## config.mk

```make
export PLATFORM = sky130hd
export DESIGN_NAME = invader_fleet_ctrl
export DESIGN_NICKNAME = d
export VERILOG_FILES = /design/src/rtl/invader_fleet_ctrl_pkg.sv /design/src/rtl/invader_fleet_ctrl_step_timer.sv /design/src/rtl/invader_fleet_ctrl.sv
export SDC_FILE = /design/constraint.sdc
export NUM_CORES = 1
export LEC_CHECK = 0
export BUFFER_PORTS_ARGS = -buffer_cell sky130_fd_sc_hd__buf_4
export CAP_MARGIN = 15
export CORE_UTILIZATION = 45
export CTS_BUF_LIST = sky130_fd_sc_hd__clkbuf_2 sky130_fd_sc_hd__clkbuf_4 sky130_fd_sc_hd__clkbuf_8
export DETAILED_ROUTE_END_ITERATION = 16
export PLACE_DENSITY = 0.74
export SLEW_MARGIN = 20
export SYNTH_ARGS = -nofsm -noshare
export SYNTH_HDL_FRONTEND = slang
export SYNTH_SLANG_ARGS = --single-unit
```

## constraint.sdc

```tcl
create_clock -name clk -period 4.7 [get_ports clk]
set_clock_uncertainty 0.2 [all_clocks]
set_input_delay 0 -clock clk [delete_from_list [all_inputs] [get_ports clk]]
set_output_delay 0 -clock clk [all_outputs]
set_load 0.01 [all_outputs]
```

## src/rtl/invader_fleet_ctrl_pkg.sv

```systemverilog
// Shared definitions for the invader fleet controller: fleet geometry, FSM states,
// march direction and the slot-clearing helper.
package invader_fleet_ctrl_pkg;

    localparam int FLEET_SLOTS = 20;
    localparam int SLOT_W      = 5;

    typedef enum logic [1:0] {
        ST_IDLE  = 2'd0,
        ST_MARCH = 2'd1,
        ST_WON   = 2'd2,
        ST_LOST  = 2'd3
    } fleet_state_t;

    typedef enum logic {
        DIR_RIGHT = 1'b0,
        DIR_LEFT  = 1'b1
    } fleet_dir_t;

    // Caller guarantees slot < FLEET_SLOTS.
    function automatic logic [FLEET_SLOTS-1:0] clear_slot(
        input logic [FLEET_SLOTS-1:0] arr,
        input logic [SLOT_W-1:0]      slot
    );
        logic [FLEET_SLOTS-1:0] mask;
        mask = {{(FLEET_SLOTS-1){1'b0}}, 1'b1} << slot;
        return arr & ~mask;
    endfunction

endpackage

```

## src/rtl/invader_fleet_ctrl_step_timer.sv

```systemverilog
// March-step divider: counts run cycles and emits a one-cycle tick on the last
// count of each STEP_CYCLES period; clear restarts the period.
module fleet_step_timer #(
    parameter int unsigned STEP_CYCLES = 32'd1200000
) (
    input  logic clk,
    input  logic reset,
    input  logic clear,
    input  logic run,
    output logic tick
);

    localparam int CNT_W = (STEP_CYCLES > 32'd1) ? $clog2(STEP_CYCLES) : 1;
    localparam logic [CNT_W-1:0] LAST = CNT_W'(STEP_CYCLES - 32'd1);

    logic [CNT_W-1:0] cnt_r;

    // Period counter, frozen while run is low.
    always_ff @(posedge clk or posedge reset) begin
        if (reset) begin
            cnt_r <= '0;
        end else if (clear) begin
            cnt_r <= '0;
        end else if (run) begin
            if (cnt_r == LAST) begin
                cnt_r <= '0;
            end else begin
                cnt_r <= cnt_r + {{(CNT_W-1){1'b0}}, 1'b1};
            end
        end else begin
            cnt_r <= cnt_r;
        end
    end

    assign tick = run && !clear && (cnt_r == LAST);

endmodule

```

## src/rtl/invader_fleet_ctrl.sv

```systemverilog
// Invader formation sequencer: marches, drops and reverses the occupancy vector,
// applies bullet hits and reports win/loss to the display and game logic.
module invader_fleet_ctrl
    import invader_fleet_ctrl_pkg::*;
#(
    parameter int unsigned            STEP_CYCLES  = 32'd1200000,
    parameter logic [FLEET_SLOTS-1:0] INIT_PATTERN = 20'b00101010101010101010,
    parameter logic [SLOT_W-1:0]      LINE_MAX     = 5'd20
) (
    input  logic                   clk,
    input  logic                   reset,
    input  logic                   start,
    input  logic                   enable,
    input  logic                   hit_valid,
    input  logic [SLOT_W-1:0]      hit_slot,
    output logic [FLEET_SLOTS-1:0] invaders_array,
    output logic [SLOT_W-1:0]      invaders_line,
    output logic                   step_pulse,
    output logic                   game_won,
    output logic                   game_lost
);

    localparam logic [SLOT_W-1:0] SLOT_LIMIT = SLOT_W'(FLEET_SLOTS);

    fleet_state_t           state_r;
    fleet_dir_t             dir_r;
    logic [FLEET_SLOTS-1:0] array_r;
    logic [SLOT_W-1:0]      line_r;
    logic                   pulse_r;
    logic                   won_r;
    logic                   lost_r;

    logic                   run_s;
    logic                   tick_s;
    logic                   hit_ok_s;
    logic                   edge_s;
    logic [FLEET_SLOTS-1:0] cleared_s;
    logic [FLEET_SLOTS-1:0] stepped_s;
    logic [FLEET_SLOTS-1:0] next_array_s;

    assign run_s = (state_r == ST_MARCH) && enable;

    fleet_step_timer #(
        .STEP_CYCLES (STEP_CYCLES)
    ) u_timer (
        .clk   (clk),
        .reset (reset),
        .clear (start),
        .run   (run_s),
        .tick  (tick_s)
    );

    // Hit is applied before the edge test so a step sees the already-cleared fleet.
    always_comb begin
        hit_ok_s = hit_valid && (hit_slot < SLOT_LIMIT);
        if (hit_ok_s) begin
            cleared_s = clear_slot(array_r, hit_slot);
        end else begin
            cleared_s = array_r;
        end
        if (dir_r == DIR_RIGHT) begin
            edge_s = cleared_s[FLEET_SLOTS-1];
        end else begin
            edge_s = cleared_s[0];
        end
        if (edge_s) begin
            stepped_s = cleared_s;
        end else if (dir_r == DIR_RIGHT) begin
            stepped_s = {cleared_s[FLEET_SLOTS-2:0], 1'b0};
        end else begin
            stepped_s = {1'b0, cleared_s[FLEET_SLOTS-1:1]};
        end
        if (tick_s) begin
            next_array_s = stepped_s;
        end else begin
            next_array_s = cleared_s;
        end
    end

    // Game FSM with formation state and registered status outputs.
    always_ff @(posedge clk or posedge reset) begin
        if (reset) begin
            state_r <= ST_IDLE;
            dir_r   <= DIR_RIGHT;
            array_r <= INIT_PATTERN;
            line_r  <= '0;
            pulse_r <= 1'b0;
            won_r   <= 1'b0;
            lost_r  <= 1'b0;
        end else if (start) begin
            state_r <= ST_MARCH;
            dir_r   <= DIR_RIGHT;
            array_r <= INIT_PATTERN;
            line_r  <= '0;
            pulse_r <= 1'b0;
            won_r   <= 1'b0;
            lost_r  <= 1'b0;
        end else begin
            case (state_r)
                ST_MARCH: begin
                    if (array_r == '0) begin
                        state_r <= ST_WON;
                        won_r   <= 1'b1;
                        pulse_r <= 1'b0;
                    end else if (line_r == LINE_MAX) begin
                        state_r <= ST_LOST;
                        lost_r  <= 1'b1;
                        pulse_r <= 1'b0;
                    end else begin
                        array_r <= next_array_s;
                        pulse_r <= tick_s;
                        if (tick_s && edge_s) begin
                            dir_r  <= (dir_r == DIR_RIGHT) ? DIR_LEFT : DIR_RIGHT;
                            line_r <= (line_r == LINE_MAX) ? line_r : line_r + 5'd1;
                        end else begin
                            dir_r  <= dir_r;
                            line_r <= line_r;
                        end
                    end
                end
                ST_IDLE, ST_WON, ST_LOST: begin
                    pulse_r <= 1'b0;
                end
                default: begin
                    state_r <= ST_IDLE;
                    pulse_r <= 1'b0;
                end
            endcase
        end
    end

    assign invaders_array = array_r;
    assign invaders_line  = line_r;
    assign step_pulse     = pulse_r;
    assign game_won       = won_r;
    assign game_lost      = lost_r;

endmodule

```

## Word-level counts from Yosys, hierarchy flattened

Cells that the tools add are included.

- Add/sub/neg operators: 2
- $mul: 0
- Div/mod/pow operators: 0
- $lt $le $gt $ge: 1
- Eq/ne operators: 7
- Shift operators: 1
- Mux-type cells: 38
- Bitwise gates (word level): 2
- Reductions and logical operators: 20

Operators by type and width:

| kind | number |
|---|---|
| $mux W20 | 8 |
| $mux W21 | 3 |
| $mux W5 | 5 |
| $add A21 B1 Y21 const B | 1 |
| $eq A21 B21 Y1 const B | 1 |
| $and A20 B20 Y20 | 1 |
| $logic_not A20 Y1 | 1 |
| $not A20 Y20 | 1 |
| $shl A1 B5 Y20 const A | 1 |
| $mux W1 | 17 |
| $reduce_bool A2 Y1 | 5 |
| $mux W2 | 4 |
| $reduce_and A3 Y1 | 2 |
| $add A5 B1 Y5 const B | 1 |
| $eq A5 B5 Y1 const B | 1 |
| $logic_and A1 B1 Y1 | 5 |
| $lt A5 B5 Y1 const B | 1 |
| $eq A2 B2 Y1 const B | 2 |
| $ne A2 B2 Y1 const B | 2 |
| $reduce_and A2 Y1 | 2 |
| $reduce_and A4 Y1 | 1 |
| $reduce_bool A3 Y1 | 1 |
| $reduce_or A3 Y1 | 1 |
| $eq A2 B1 Y1 const B | 1 |
| 3 further kinds | 3 |

- Bits in registers: 52
- Bits in latches: 0
- Bits in writable memories: 0
- ROM bits: 0
- Input port bits: 10
- Memories kept: 0

## Logic depth before layout (Yosys ltp)

- Depth in word-level cells: 11
- Mapped depth: 8
- Mapped depth without buffers: 7

## By module

From an unflattened synthesis, not the netlist that was laid out.

- Cell total of the unflattened synthesis: 387
- Area, all modules: 3389.5 µm²

Modules (own cells, without submodules):

| module | times used | cells each | area each (µm²) | seq. area each (µm²) |
|---|---|---|---|---|
| invader_fleet_ctrl | 1 | 254 | 2168.3 | 787.0 |
| fleet_step_timer | 1 | 133 | 1221.2 | 525.5 |

## Worst setup path before layout

No wires, ideal clock.

- Path type: flip-flop to flip-flop
- Start point: register u_timer.cnt_r[0]
- End point: register array_r[6] (netlist: invaders_array[6])
- Data arrival time: 2.174 ns
- Path slack: 2.202 ns
- Stages on the path, launching flop included: 8
- Cell sequence: dfrtp_1 ha_1 nand3_1 or4_4 nor4_4 buf_6 nor3_1 a211o_1

- Cells in the longest elaborated chain, start to end: 7

Ends and longest elaborated chain:

| element | line | RTL |
|---|---|---|
| start: declaration | invader_fleet_ctrl_step_timer.sv:16 | `logic [CNT_W-1:0] cnt_r;` |
| start signal: assignment | invader_fleet_ctrl_step_timer.sv:28 | `cnt_r <= cnt_r + {{(CNT_W-1){1'b0}}, 1'b1};` |
| start signal: assignment | invader_fleet_ctrl_step_timer.sv:31 | `cnt_r <= cnt_r;` |
| $eq A21 B21 Y1 | invader_fleet_ctrl_step_timer.sv:35 | `assign tick = run && !clear && (cnt_r == LAST);` |
| $logic_and A1 B1 Y1 | invader_fleet_ctrl_step_timer.sv:35 |  |
| $mux W20 | invader_fleet_ctrl.sv:73 | `if (tick_s) begin` |
| $mux W20 | invader_fleet_ctrl.sv:105 | `end else if (line_r == LINE_MAX) begin` |
| $mux W20 | invader_fleet_ctrl.sv:101 | `if (array_r == '0) begin` |
| $mux W20 | invader_fleet_ctrl.sv:99 | `case (state_r)` |
| $mux W20 | invader_fleet_ctrl.sv:90 | `end else if (start) begin` |
| end signal: assignment | invader_fleet_ctrl.sv:110 | `array_r <= next_array_s;` |
| end: declaration | invader_fleet_ctrl.sv:27 | `logic [FLEET_SLOTS-1:0] array_r;` |

No other way between the ends. The select of a mux whose other input is x is not followed.
A chain may end at the register's enable or synchronous reset.

## Worst setup path after layout

- Start point: register dir_r
- End point: register array_r[13] (netlist: invaders_array[13])

- Cells in the longest elaborated chain, start to end: 7

Ends and longest elaborated chain:

| element | line | RTL |
|---|---|---|
| start: declaration | invader_fleet_ctrl.sv:26 | `fleet_dir_t dir_r;` |
| start signal: assignment | invader_fleet_ctrl.sv:113 | `dir_r <= (dir_r == DIR_RIGHT) ? DIR_LEFT : DIR_RIGHT;` |
| start signal: assignment | invader_fleet_ctrl.sv:116 | `dir_r <= dir_r;` |
| $mux W20 or $mux W1 (tied branches) | invader_fleet_ctrl.sv:68, invader_fleet_ctrl.sv:61 |  |
| $mux W20 (*) | invader_fleet_ctrl.sv:66 | `if (edge_s) begin` |
| $mux W20 (*) | invader_fleet_ctrl.sv:73 |  |
| $mux W20 (*) | invader_fleet_ctrl.sv:105 |  |
| $mux W20 (*) | invader_fleet_ctrl.sv:101 |  |
| $mux W20 (*) | invader_fleet_ctrl.sv:99 |  |
| $mux W20 (*) | invader_fleet_ctrl.sv:90 |  |

Every way passes the cells marked *; elsewhere a longest branch is shown, timed or not. The select of a mux whose other input is x is not followed.

==> metrics.md <==
| Metric | Value |
|---|---|
| Starting Density | 47.12% |
| Post-synth EDFFs | 0 |
| Final Hold Fails | 0 |
| Largest net degree at the start of global routing | 53 |
| FMAX | 0.3609 GHz |
| Critical path buffer and inverter count | 1 |
| Die Footprint | 7576 um2 |
| GRT Overall Usage | 21.61% |
| N_diodes | 0 |
| RePlAce Congestion | 0.8518 |
| Worst Tran Pin Value | 0.9061 ns |
| Clock latency on the worst-skew pair | 0.31 ns |
| Fill cell count | 653 |
| Crit path launch type | flip-flop |
| Gr ovfl total | 0 |
| Hold slack final | 0.06655 ns |
| Number of warnings issued by yosys | 0 |
| DRT antenna net count | 0 |
| Share of flip-flops with an asynchronous set or reset | 100.0% |
| Setup slack after layout | 1.929 ns |
| PwrDens | 209.7 nW/um2 |
| Yosys top cell by area | dfrtp_1 |
| Die height | 87.04 um |
| Critical path's largest stage delay | 0.91 ns |
| First-pass iteration count of the detailed router | 5 |
| Vias in the first global route | 2663 |
| Ports | 38 |
| Syn nets | 361 |
| Clock root buffer | clkbuf_8 |
| Placement Cell Area | 3620 um2 |
| Fin crit period | 2.771 ns |
| Max-Slew Margin vs Limit | 39.13% |
| Critical Path RT | 4.76 ns |
| Cell area after layout | 3740 um2 |
| Final wirelength | 7855 um |
| Period utilization | 58.96% |
| Leak pwr | 1.446 nW |
| Max Buffers Root-to-Sink | 2 |
| Synth top area cells | dfrtp_1 (33%), mux2i_1 (8.9%), dfstp_2 (7.3%), o21ai_0 (5.2%), nand2_1 (3.2%) |
| Initial DRC Count | 255 |
| Seq/Total Area, Yosys | 40.33% |
| Cell Chain, Critical Path | inv_2 > o211a_2 > or4_1 > o21ai_2 > o22a_1 |
| CP Capture Type | flip-flop |
| Final TNS setup | 0 ns |
| Synth Register Bits | 52 |
| Post-synth cell types | 60 |
| Mapped cell area | 3254 um2 |
| Count leader, synth | dfrtp_1 |
| First-pass GRT wire length | 12940 um |
| Max cap viols | 0 |
| Final-report setup violation count | 0 |
| CP Class | flip-flop to flip-flop |
| Area grow syn2layout | 14.92% |
| Arrival time at the worst endpoint | 2.83 ns |
| Synthesized area per cell | 9.352 um2 |
| Peak VDD IR | 0.0001373 V |
| Fin nets | 398 |
| Post-synth top cells | dfrtp_1 (43), o21ai_0 (34), mux2i_1 (29), nand2_1 (28), nand3_1 (18) |
| Wire per inst | 16.30 um |
| H-Tree Level Count | 2 |
| Cells after Synth | 348 |
| Pins Over Slew Limit | 0 |
| Row count | 30 |
| Final HPWL DP | 5517 um |
| Via count | 2873 |
| Share of cells above drive strength 1 | 18.91% |
| Outcome | completed |
| Top FF cell, synth | dfrtp_1 |
| Min-Delay Path Class | primary input to flip-flop |
| Pre-CTS WS | 1.970 ns |
| Family with the most delay on the worst path | flip-flops |
| Clock input transition at the sequential cells of the worst setup and hold paths | 0.10 ns |
| RSZ-0062 raised after global routing | false |
| Initial antenna violation count | 0 |
| Post-synth top area share | 33.06% |
| Residual DRC | 0 |
| Core Footprint | 6907 um2 |
| FF-to-FF setup slack | 1.93 ns |
| Design Power | 784.1 uW |
| CP max FO | 20 |
| Slowest cell on the critical path | dfrtp_1 |
| CTS Buf Count | 5 |
| Clock tree from TritonCTS | built |
| I/O Buffers | 37 |
| Clock Sinks | 52 |
| Vias/cell | 5.961 |
| Die W | 87.04 um |
==> tightest hold or removal path, cell delays in order <==
cell and delay (ns):
buf_4 0.10, nor2_1 0.07, nand2_1 0.08, nand2_1 0.06, o31ai_1 0.06, a32o_1 0.17
==> per-layer routing <==
| metal | global-route usage (%) | up-vias | wire (um) |
|---|---|---|---|
| met5 | 0 | - | 0 |
| met4 | 8.485 | 0 | 106 |
| met3 | 3.223 | 12 | 363 |
| met2 | 33.79 | 84 | 3595 |
| met1 | 30.05 | 1391 | 3789 |
| li1 | - | 1386 | - |
==> worst paths after layout <==
check                                   from  cells past startpoint                  to
setup / recovery                       dir_r                      5  invaders_array[13]
hold / removal                   hit_slot[1]                      6   invaders_array[0]
setup reg to reg                       dir_r                      5  invaders_array[13]
hold reg to reg            u_timer.cnt_r[17]                      1   u_timer.cnt_r[17]
max in group asynchronous              reset                      4   u_timer.cnt_r[14]
min in group asynchronous              reset                      4  invaders_array[16]
==> kinds of logic (layout without fill, tap and decap cells) <==
group,Yosys count,in the layout,share of synthesized area (%)
compound gates,106,106,22.30
fa+ha+maj,3,3,1.154
flops,52,52,40.33
buf+inv,25,63,3.191
simple gates,125,125,21.88
xor+xnor,7,7,1.884
mux,30,30,9.266
==> cell type report <==
class	count	area [um2]	area share, %
repair buffers	43	330.3	8.832
inverters	12	45.04	1.204
clock buffers	5	68.82	1.840
clock inverters	3	21.27	0.5688
well taps	96	120.1	3.212
flip-flops and latches	52	1313	35.10
multi-input cells	271	1842	49.25
==> flip-flops by register name (all words and copies together) (netlist names) <==
register,count
u_timer.cnt_r,21
invaders_array,20
invaders_line,5
state_r,2
dir_r,1
game_lost,1
game_won,1
step_pulse,1
==> through the flow <==
| stage | std cells | utilization [%] |
|---|---|---|
| after global routing | 482 | 54.15 |
| final | 482 | 54.15 |
| after global placement | 471 | 52.36 |
| after CTS | 482 | 54.15 |
| after floorplan | 348 | - |
| after detailed placement | 471 | 52.41 |
==> power breakdown <==
part | leakage (nW) | internal [mW] | switching (mW)
registers | 0.689 | 0.452 | 0.00392
clock network | 0.0445 | 0.106 | 0.157
logic | 0.713 | 0.0225 | 0.0423
==> cell usage in the layout, fill, tap and decap left out, drive strengths merged, types with 9 or more instances in the layout <==
cell   instances
a21oi         15
buf           40
dfrtp         43
dfstp          9
inv           13
mux2i         29
nand2         28
nand3         19
nor2          16
o21a           9
o21ai         35
==> what timing repair did <==
item                                   4_1_cts  5_1_grt
resized for setup                            0        0
hold buffers                                 3        0
buffers inserted                             0        0
endpoints found under the hold margin       63        0
No activity file was read; power rests on OpenSTA's default activity.
